### config.mk
export PLATFORM = sky130hd
export DESIGN_NAME = line_xfer_engine
export DESIGN_NICKNAME = d
export VERILOG_FILES = /design/src/rtl/line_xfer_pkg.sv /design/src/rtl/line_xfer_ret_pipe.sv /design/src/rtl/line_xfer_engine.sv
export SDC_FILE = /design/constraint.sdc
export NUM_CORES = 1
export LEC_CHECK = 0
export CAP_MARGIN = 20
export CORE_ASPECT_RATIO = 1.2
export CORE_UTILIZATION = 36
export CTS_CLUSTER_SIZE = 30
export DETAILED_ROUTE_END_ITERATION = 6
export GPL_ROUTABILITY_DRIVEN = 1
export PLACE_DENSITY = 0.86
export SYNTH_ARGS = -nofsm -noshare
export SYNTH_HDL_FRONTEND = slang
export SYNTH_HIERARCHICAL = 1
export SYNTH_SLANG_ARGS = --single-unit
### constraint.sdc
create_clock -name clk -period 2.95 [get_ports clk]
set_input_delay 0.59 -clock clk [delete_from_list [all_inputs] [get_ports clk]]
set_output_delay 0.59 -clock clk [all_outputs]
set_load 0.005 [all_outputs]
### src/rtl/line_xfer_pkg.sv
// Shared types and helpers for the line transfer engine.
package line_xfer_pkg;

  localparam int unsigned WORDS = 4;
  localparam int unsigned IDX_W = 2;

  typedef enum logic [1:0] {
    ST_IDLE  = 2'd0,
    ST_ISSUE = 2'd1,
    ST_DRAIN = 2'd2,
    ST_FIN   = 2'd3
  } state_e;

  localparam logic OP_FILL = 1'b0;
  localparam logic OP_WB   = 1'b1;

  // Read-return token: which cache word the data in flight belongs to.
  typedef struct packed {
    logic             valid;
    logic [IDX_W-1:0] idx;
  } ret_tok_t;

  // Bank is the word offset inside the line (byte address bits [2:1]).
  function automatic logic [IDX_W-1:0] bank_of(input logic [2:0] addr_lo);
    return addr_lo[2:1];
  endfunction

endpackage

### src/rtl/line_xfer_ret_pipe.sv
// Fixed-latency shift register of read-return tokens with an empty flag.
module line_xfer_ret_pipe
  import line_xfer_pkg::*;
#(
  parameter int unsigned DEPTH = 2
) (
  input  logic             clk,
  input  logic             rst,
  input  logic             push_valid,
  input  logic [IDX_W-1:0] push_idx,
  output logic             pop_valid,
  output logic [IDX_W-1:0] pop_idx,
  output logic             empty
);

  ret_tok_t stage_q [DEPTH];
  ret_tok_t stage_d [DEPTH];

  always_comb begin
    stage_d[0] = '{valid: push_valid, idx: push_idx};
    for (int i = 1; i < int'(DEPTH); i++) begin
      stage_d[i] = stage_q[i-1];
    end
  end

  always_ff @(posedge clk) begin
    if (!rst) begin
      for (int i = 0; i < int'(DEPTH); i++) stage_q[i] <= '0;
    end else begin
      for (int i = 0; i < int'(DEPTH); i++) stage_q[i] <= stage_d[i];
    end
  end

  assign pop_valid = stage_q[DEPTH-1].valid;
  assign pop_idx   = stage_q[DEPTH-1].idx;

  always_comb begin
    empty = 1'b1;
    for (int i = 0; i < int'(DEPTH); i++) begin
      if (stage_q[i].valid) empty = 1'b0;
    end
  end

endmodule

### src/rtl/line_xfer_engine.sv
// Moves one 4-word cache line between the cache data array and banked memory.
// Optional LINE_XFER_CRIT_WORD_FIRST_EN: fills start at crit_word and wrap.
module line_xfer_engine
  import line_xfer_pkg::*;
#(
  parameter int unsigned ADDR_W = 16,
  parameter int unsigned DATA_W = 16,
  parameter int unsigned RD_LAT = 2
) (
  input  logic              clk,
  input  logic              rst,
  input  logic              start,
  input  logic              op,
  input  logic [ADDR_W-4:0] line_addr,
  input  logic [1:0]        crit_word,
  input  logic [DATA_W-1:0] cache_rdata,
  output logic [1:0]        word_idx,
  output logic              cache_we,
  output logic [DATA_W-1:0] cache_wdata,
  output logic              xfer_busy,
  output logic              done,
  output logic              err,
  output logic [ADDR_W-1:0] mem_addr,
  output logic              mem_rd,
  output logic              mem_wr,
  output logic [DATA_W-1:0] mem_wdata,
  input  logic [DATA_W-1:0] mem_rdata,
  input  logic [3:0]        mem_busy,
  input  logic              mem_stall,
  input  logic              mem_err
);

  localparam int unsigned LINE_W = ADDR_W - 3;

  state_e           state_q, state_d;
  logic             op_q, op_d;
  logic [LINE_W-1:0] line_q, line_d;
  logic [IDX_W-1:0] base_q, base_d;
  logic [IDX_W-1:0] cnt_q, cnt_d;
  logic             err_q, err_d;

  logic [IDX_W-1:0]  off_c;
  logic [IDX_W-1:0]  start_word_c;
  logic [ADDR_W-1:0] issue_addr_c;
  logic              can_issue_c;
  logic              push_c;
  logic              pop_valid_c;
  logic [IDX_W-1:0]  pop_idx_c;
  logic              pipe_empty_c;

  // Word offset wraps modulo the line length through the 2-bit add.
  assign off_c        = base_q + cnt_q;
  assign issue_addr_c = {line_q, off_c, 1'b0};
  assign can_issue_c  = !mem_stall && !mem_busy[bank_of(issue_addr_c[2:0])];

`ifdef LINE_XFER_CRIT_WORD_FIRST_EN
  assign start_word_c = (op == OP_FILL) ? crit_word : '0;
`else
  logic unused_crit_c;
  assign unused_crit_c = ^crit_word;
  assign start_word_c  = '0;
`endif

  assign xfer_busy = (state_q != ST_IDLE);

  always_comb begin
    state_d     = state_q;
    op_d        = op_q;
    line_d      = line_q;
    base_d      = base_q;
    cnt_d       = cnt_q;
    err_d       = err_q | (mem_err && (state_q != ST_IDLE));
    push_c      = 1'b0;
    mem_rd      = 1'b0;
    mem_wr      = 1'b0;
    mem_addr    = '0;
    mem_wdata   = '0;
    word_idx    = '0;
    cache_we    = 1'b0;
    cache_wdata = '0;
    done        = 1'b0;
    err         = 1'b0;

    unique case (state_q)
      ST_IDLE: begin
        if (start) begin
          op_d    = op;
          line_d  = line_addr;
          base_d  = start_word_c;
          cnt_d   = '0;
          err_d   = 1'b0;
          state_d = ST_ISSUE;
        end
      end
      ST_ISSUE: begin
        mem_addr = issue_addr_c;
        if (op_q == OP_WB) begin
          word_idx  = off_c;
          mem_wdata = cache_rdata;
        end
        if (can_issue_c) begin
          mem_rd = (op_q == OP_FILL);
          mem_wr = (op_q == OP_WB);
          push_c = (op_q == OP_FILL);
          cnt_d  = IDX_W'(cnt_q + 1'b1);
          if (cnt_q == IDX_W'(WORDS - 1)) begin
            state_d = (op_q == OP_FILL) ? ST_DRAIN : ST_FIN;
          end
        end
      end
      ST_DRAIN: begin
        if (pipe_empty_c) state_d = ST_FIN;
      end
      ST_FIN: begin
        done    = 1'b1;
        err     = err_q;
        state_d = ST_IDLE;
      end
      default: state_d = ST_IDLE;
    endcase

    // Read returns are written into the cache as they arrive, in any state.
    if (pop_valid_c) begin
      cache_we    = 1'b1;
      word_idx    = pop_idx_c;
      cache_wdata = mem_rdata;
    end
  end

  always_ff @(posedge clk) begin
    if (!rst) begin
      state_q <= ST_IDLE;
      op_q    <= OP_FILL;
      line_q  <= '0;
      base_q  <= '0;
      cnt_q   <= '0;
      err_q   <= 1'b0;
    end else begin
      state_q <= state_d;
      op_q    <= op_d;
      line_q  <= line_d;
      base_q  <= base_d;
      cnt_q   <= cnt_d;
      err_q   <= err_d;
    end
  end

  line_xfer_ret_pipe #(
    .DEPTH(RD_LAT)
  ) u_ret_pipe (
    .clk       (clk),
    .rst       (rst),
    .push_valid(push_c),
    .push_idx  (off_c),
    .pop_valid (pop_valid_c),
    .pop_idx   (pop_idx_c),
    .empty     (pipe_empty_c)
  );

endmodule

; Word-level counts from Yosys, hierarchy flattened
; Memories as Yosys holds them, arrays and structs flattened.
; Index checks and enable logic that the tools add are counted.
[word_totals]
memories = 1
ram_bits = 6
in_bits = 57
reg_bits = 19
[mem_list]
columns = memory, words, word_bits, read_ports, rd_clocked_by_memory_dff, write_ports, line
row1 = u_ret_pipe.stage_q, 2, 3, 2, 0, 2, line_xfer_ret_pipe.sv:16  ; ret_tok_t stage_q [DEPTH];
[classes]
magnitude_cmp = 1
n_addsub = 1
reduce_logical = 10
eq_ne = 8
muxes = 33
n_bitwise = 4
[op_table]
columns = op, n
row1 = $mux W16, 4
row2 = $mux W2, 9
row3 = $mux W1, 15
row4 = $ne A2 B2 Y1 const B, 4
row5 = $pmux W2 S4, 1
row6 = $eq A2 B2 Y1 const B, 3
row7 = $mux W3, 2
row8 = $pmux W2 S2, 1
row9 = $reduce_and A4 Y1, 1
row10 = $reduce_bool A2 Y1, 2
row11 = $lt A2 B3 Y1 const B, 1
row12 = $or A1 B1 Y1, 3
row13 = $reduce_and A3 Y1, 1
row14 = $add A2 B1 Y2 const B, 1
row15 = $bmux W1 S2, 1
row16 = $eq A2 B1 Y1 const B, 1
row17 = $logic_and A1 B1 Y1, 2
row18 = $logic_not A1 Y1, 2
row19 = $logic_not A2 Y1, 1
row20 = $reduce_and A2 Y1, 1
row21 = $not A1 Y1, 1

; Depth between registers and ports, before layout
[depth]
depth_word = 7
mapped_depth = 6

; Modules after synthesis
; Netlist, hierarchy kept.
[by_module_without_submodules]
columns = mod, n_inst, seq_area_each_um2, area_each_um2, cells_per_inst
row1 = line_xfer_engine, 1, 380.4, 1262.5, 169
row2 = line_xfer_ret_pipe, 1, 120.1, 161.4, 13

; Worst setup path after synthesis
; No wires, ideal clock.
[synth_path]
path_type = input -> output
start = input mem_busy[3]
end = output mem_rd
n_path_buf = 0
path_slack_ns = 0.819
path_stages = 3
arrival_ns = 1.541
t_required_ns = 2.360
path_cell_list = mux4_2 -> nor3b_2 -> nor2b_1
[synth_via]
elab_chain_len = 6
[synth_lines]
columns = item, line
row1 = from (decl), line_xfer_engine.sv:28  ; input logic [3:0] mem_busy,
row2 = $bmux W1 S2, line_xfer_engine.sv:54  ; assign can_issue_c = !mem_stall && !mem_busy[bank_of(issue_addr_c[2:0])];
row3 = $mux W1 (implied by the code), line_xfer_engine.sv:54
row4 = $logic_not A1 Y1, line_xfer_engine.sv:54
row5 = $logic_and A1 B1 Y1, line_xfer_engine.sv:54
row6 = $mux W1, line_xfer_engine.sv:101  ; if (can_issue_c) begin
row7 = $mux W1, line_xfer_engine.sv:84  ; unique case (state_q)
row8 = to (decl), line_xfer_engine.sv:24  ; output logic mem_rd,
; Every way passes these cells. The select of a mux whose other input is x is not followed.

; Final worst setup path
; Same ends and word-level chain as after synthesis.

==> run_summary.xml <==
<?xml version="1.0" encoding="UTF-8"?>
<metrics>
  <group name="layout">
    <metric name="antennaDiodeCount" unit="">0</metric>
    <metric name="finalCoreUtilization" unit="">0.702</metric>
    <metric name="areaGrowthSynthToFinish" unit="%">82.2</metric>
    <metric name="post_route_cells_drive_above_1_share" unit="">0.0420</metric>
    <metric name="final_nets" unit="">350</metric>
    <metric name="postLayoutCellArea" unit="mm²">0.00259</metric>
  </group>
  <group name="clock_network">
    <metric name="cts_resized" unit="">4</metric>
    <metric name="numClockSinks" unit="">25</metric>
    <metric name="cts_setup_buffers" unit="">0</metric>
    <metric name="cts_hold_repair.buffers" unit="">0</metric>
    <metric name="cts_buffers" unit="">3</metric>
    <metric name="clock_path_buffers" unit="">2</metric>
    <metric name="latest_clock_arrival_within_the_worst_skew_pair" unit="ps">260</metric>
    <metric name="cts_max_level" unit="">1</metric>
    <metric name="clk_pin_slew" unit="ps">80</metric>
    <metric name="cts_root_buffer" unit="">sky130_fd_sc_hd__clkbuf_8</metric>
    <metric name="clock_tree_from_tritoncts" unit="">built</metric>
  </group>
  <group name="setup_path">
    <metric name="arrival" unit="ps">2200</metric>
    <metric name="crit_path_start_kind" unit="">input pin</metric>
    <metric name="endpoint_kind" unit="">output pin</metric>
    <metric name="critical_path.max_fanout" unit="">3</metric>
    <metric name="worst-r2r-cell-count" unit="">6</metric>
    <metric name="cp.required" unit="ps">2360</metric>
    <metric name="worstSetupPathType" unit="">input pin to output pin</metric>
  </group>
  <group name="drt">
    <metric name="via_count" unit="">1584</metric>
    <metric name="drt_iter0_markers" unit="">18</metric>
    <metric name="wl_cell" unit="µm">12.1</metric>
    <metric name="wl" unit="µm">4100</metric>
    <metric name="via_per_inst" unit="">4.69</metric>
    <metric name="drcViolationCount" unit="">0</metric>
    <metric name="drt.antenna.violating_nets" unit="">0</metric>
    <metric name="drtPass1Iterations" unit="">4</metric>
  </group>
  <group name="pwr">
    <metric name="cellLeakagePower" unit="nW">1.05</metric>
    <metric name="power.density" unit="mW/mm²">454</metric>
    <metric name="max-vdd-ir-drop" unit="mV">0.310</metric>
  </group>
  <group name="yosys">
    <metric name="post_synth_num_cell_types" unit="">30</metric>
    <metric name="postSynth.topFlopCell" unit="">sky130_fd_sc_hd__dfxtp_1</metric>
    <metric name="synth-warning-count" unit="">6</metric>
    <metric name="synth_seq_cells" unit="">25</metric>
    <metric name="netlist_instances" unit="">182</metric>
    <metric name="synth_edf_count" unit="">0</metric>
    <metric name="postSynthAreaPerCell" unit="µm²">7.82</metric>
    <metric name="postSynth.asyncResetShare" unit="">0</metric>
    <metric name="synth_fp_nets" unit="">245</metric>
    <metric name="synth_sequential_area_ratio" unit="">0.351</metric>
    <metric name="synth_area" unit="mm²">0.00142</metric>
  </group>
  <group name="sta">
    <metric name="min_period" unit="ps">2790</metric>
    <metric name="drv_slew" unit="">0</metric>
    <metric name="normalized_max_slew_margin" unit="">0.550</metric>
    <metric name="fmaxAchievable" unit="MHz">359</metric>
    <metric name="setup_repair_after_global_routing_missed_its_margin" unit="">false</metric>
    <metric name="finalCritPeriodShare" unit="">0.946</metric>
    <metric name="worst_pin_slew" unit="ps">674</metric>
    <metric name="setup_violating_endpoint_count_in_the_final_report" unit="">0</metric>
    <metric name="finalClockSkew" unit="ps">2.41</metric>
    <metric name="final_hold_viol_count" unit="">0</metric>
    <metric name="fin_setup_tns" unit="ps">0</metric>
  </group>
  <group name="placed_design">
    <metric name="numPortBuffers" unit="">109</metric>
    <metric name="dpl.hpwl" unit="µm">3170</metric>
    <metric name="gp_congestion" unit="">0.809</metric>
    <metric name="dpl-instance-area" unit="mm²">0.00254</metric>
  </group>
  <group name="min_path">
    <metric name="holdCritPathClass" unit="">register to register</metric>
    <metric name="min_path_cells" unit="">1</metric>
  </group>
  <group name="grt">
    <metric name="largest_net_degree_at_the_start_of_global_routing" unit="">23</metric>
    <metric name="grt_first_pass_wirelength" unit="µm">6480</metric>
    <metric name="first_global_vias" unit="">1447</metric>
    <metric name="globalRouteTotalUtil" unit="">0.196</metric>
    <metric name="grt_overflow_total" unit="">0</metric>
    <metric name="grt_antenna_before_repair" unit="">0</metric>
  </group>
  <group name="floorplanning">
    <metric name="rows" unit="">24</metric>
    <metric name="chipWidth" unit="µm">59.4</metric>
    <metric name="y_dimension_of_the_die" unit="µm">70.9</metric>
    <metric name="starting_density_of_the_core" unit="">0.386</metric>
    <metric name="die_area" unit="mm²">0.00421</metric>
    <metric name="core_region_area" unit="mm²">0.00369</metric>
    <metric name="io-pin-count" unit="">113</metric>
  </group>
  <group name="job">
    <metric name="cap_violations" unit="">0</metric>
  </group>
  <group name="outcome">
    <metric name="run_status" unit="">completed</metric>
  </group>
</metrics>
## worst max-delay path, stage by stage
cell and delay [ps]:
sky130_fd_sc_hd__clkdlybuf4s50_1 410, sky130_fd_sc_hd__mux4_2 530, sky130_fd_sc_hd__nor3b_4 240, sky130_fd_sc_hd__nor2b_2 170, sky130_fd_sc_hd__dlygate4sd2_1 250
## cell families after synthesis
group | after synthesis | share of synthesized area
compound gates | 26 | 0.112
fa+ha+maj | 6 | 0.0527
buf+inv | 19 | 0.0633
flops | 25 | 0.351
mux | 1 | 0.0158
other cells | 1 | 0.00263
simple gates | 104 | 0.402
## stage by stage
stage               total power [mW]  instances  setup slack (ps)  hold slack [ps]
CTS                             1.19        338               147              444
finish                          1.18        338               161              439
detailed placement             0.989        334              -115              421
global placement               0.974        334             -83.9              413
global route                    1.27        338              99.2              460
floorplan                      0.747        182               819              412
## report_power, final
part,internal (mW),leakage (nW),switching (mW)
combinational,0.279,0.825,0.257
sequential,0.395,0.204,0.0491
clock,0.0964,0.0228,0.102
total,0.770,1.05,0.408
## cell usage after synthesis (all sizes together) (2+ instances only)
cell	count	share of area
nor2	2	0.0053
nor3b	2	0.014
and2	40	0.18
o21a	2	0.011
nand3	4	0.014
buf	4	0.024
o21ai	4	0.014
inv	6	0.016
a21oi	15	0.053
nand2	33	0.087
nand2b	3	0.013
o221ai	2	0.012
ha	6	0.053
clkbuf	9	0.024
and3	16	0.070
dfxtp	25	0.35
## cell usage in the layout, fill, tap and decap left out, types with 2 or more instances in the layout
cell,count
sky130_fd_sc_hd__clkdlybuf4s50_1,107
sky130_fd_sc_hd__and2_1,38
sky130_fd_sc_hd__nand2_1,33
sky130_fd_sc_hd__dfxtp_1,25
sky130_fd_sc_hd__and3_1,16
sky130_fd_sc_hd__a21oi_1,15
sky130_fd_sc_hd__inv_1,6
sky130_fd_sc_hd__ha_1,6
sky130_fd_sc_hd__nand3_1,4
sky130_fd_sc_hd__o21ai_0,4
sky130_fd_sc_hd__buf_4,4
sky130_fd_sc_hd__nand2b_1,3
sky130_fd_sc_hd__clkbuf_8,3
sky130_fd_sc_hd__o221ai_1,2
sky130_fd_sc_hd__nor2_1,2
sky130_fd_sc_hd__o21a_1,2
sky130_fd_sc_hd__dlygate4sd2_1,2
## state kept, by name, summed over array words and instances (netlist names)
| register | cells |
|---|---|
| err_q | 1 |
| cnt_q | 2 |
| state_q | 2 |
| u_ret_pipe/stage_q | 6 |
| op_q | 1 |
| line_q | 13 |
## cell type report
class | instances | area (µm²)
clock buffer | 4 | 45.0
fill | 317 | 1100
inverter | 6 | 22.5
multi-input combinational | 138 | 842
sequential | 25 | 500
tap | 52 | 65.1
timing repair buffer | 113 | 1120
## per-layer routing
metal / part of all wire / global-route usage
met5: 0 / 0
met4: 0.0085 / 0.0476
met3: 0.12 / 0.0695
met2: 0.47 / 0.357
met1: 0.40 / 0.210
## final timing paths
check | startpoint | endpoint | slack (ps)
max | mem_busy[3] | mem_rd | 160
min | u_ret_pipe/stage_q[0][0] | u_ret_pipe/stage_q[0][3] | 440
max reg2reg | state_q[0] | state_q[0] | 1000
min reg2reg | u_ret_pipe/stage_q[0][0] | u_ret_pipe/stage_q[0][3] | 440
Note: power is estimated with default switching activity, not from simulation.
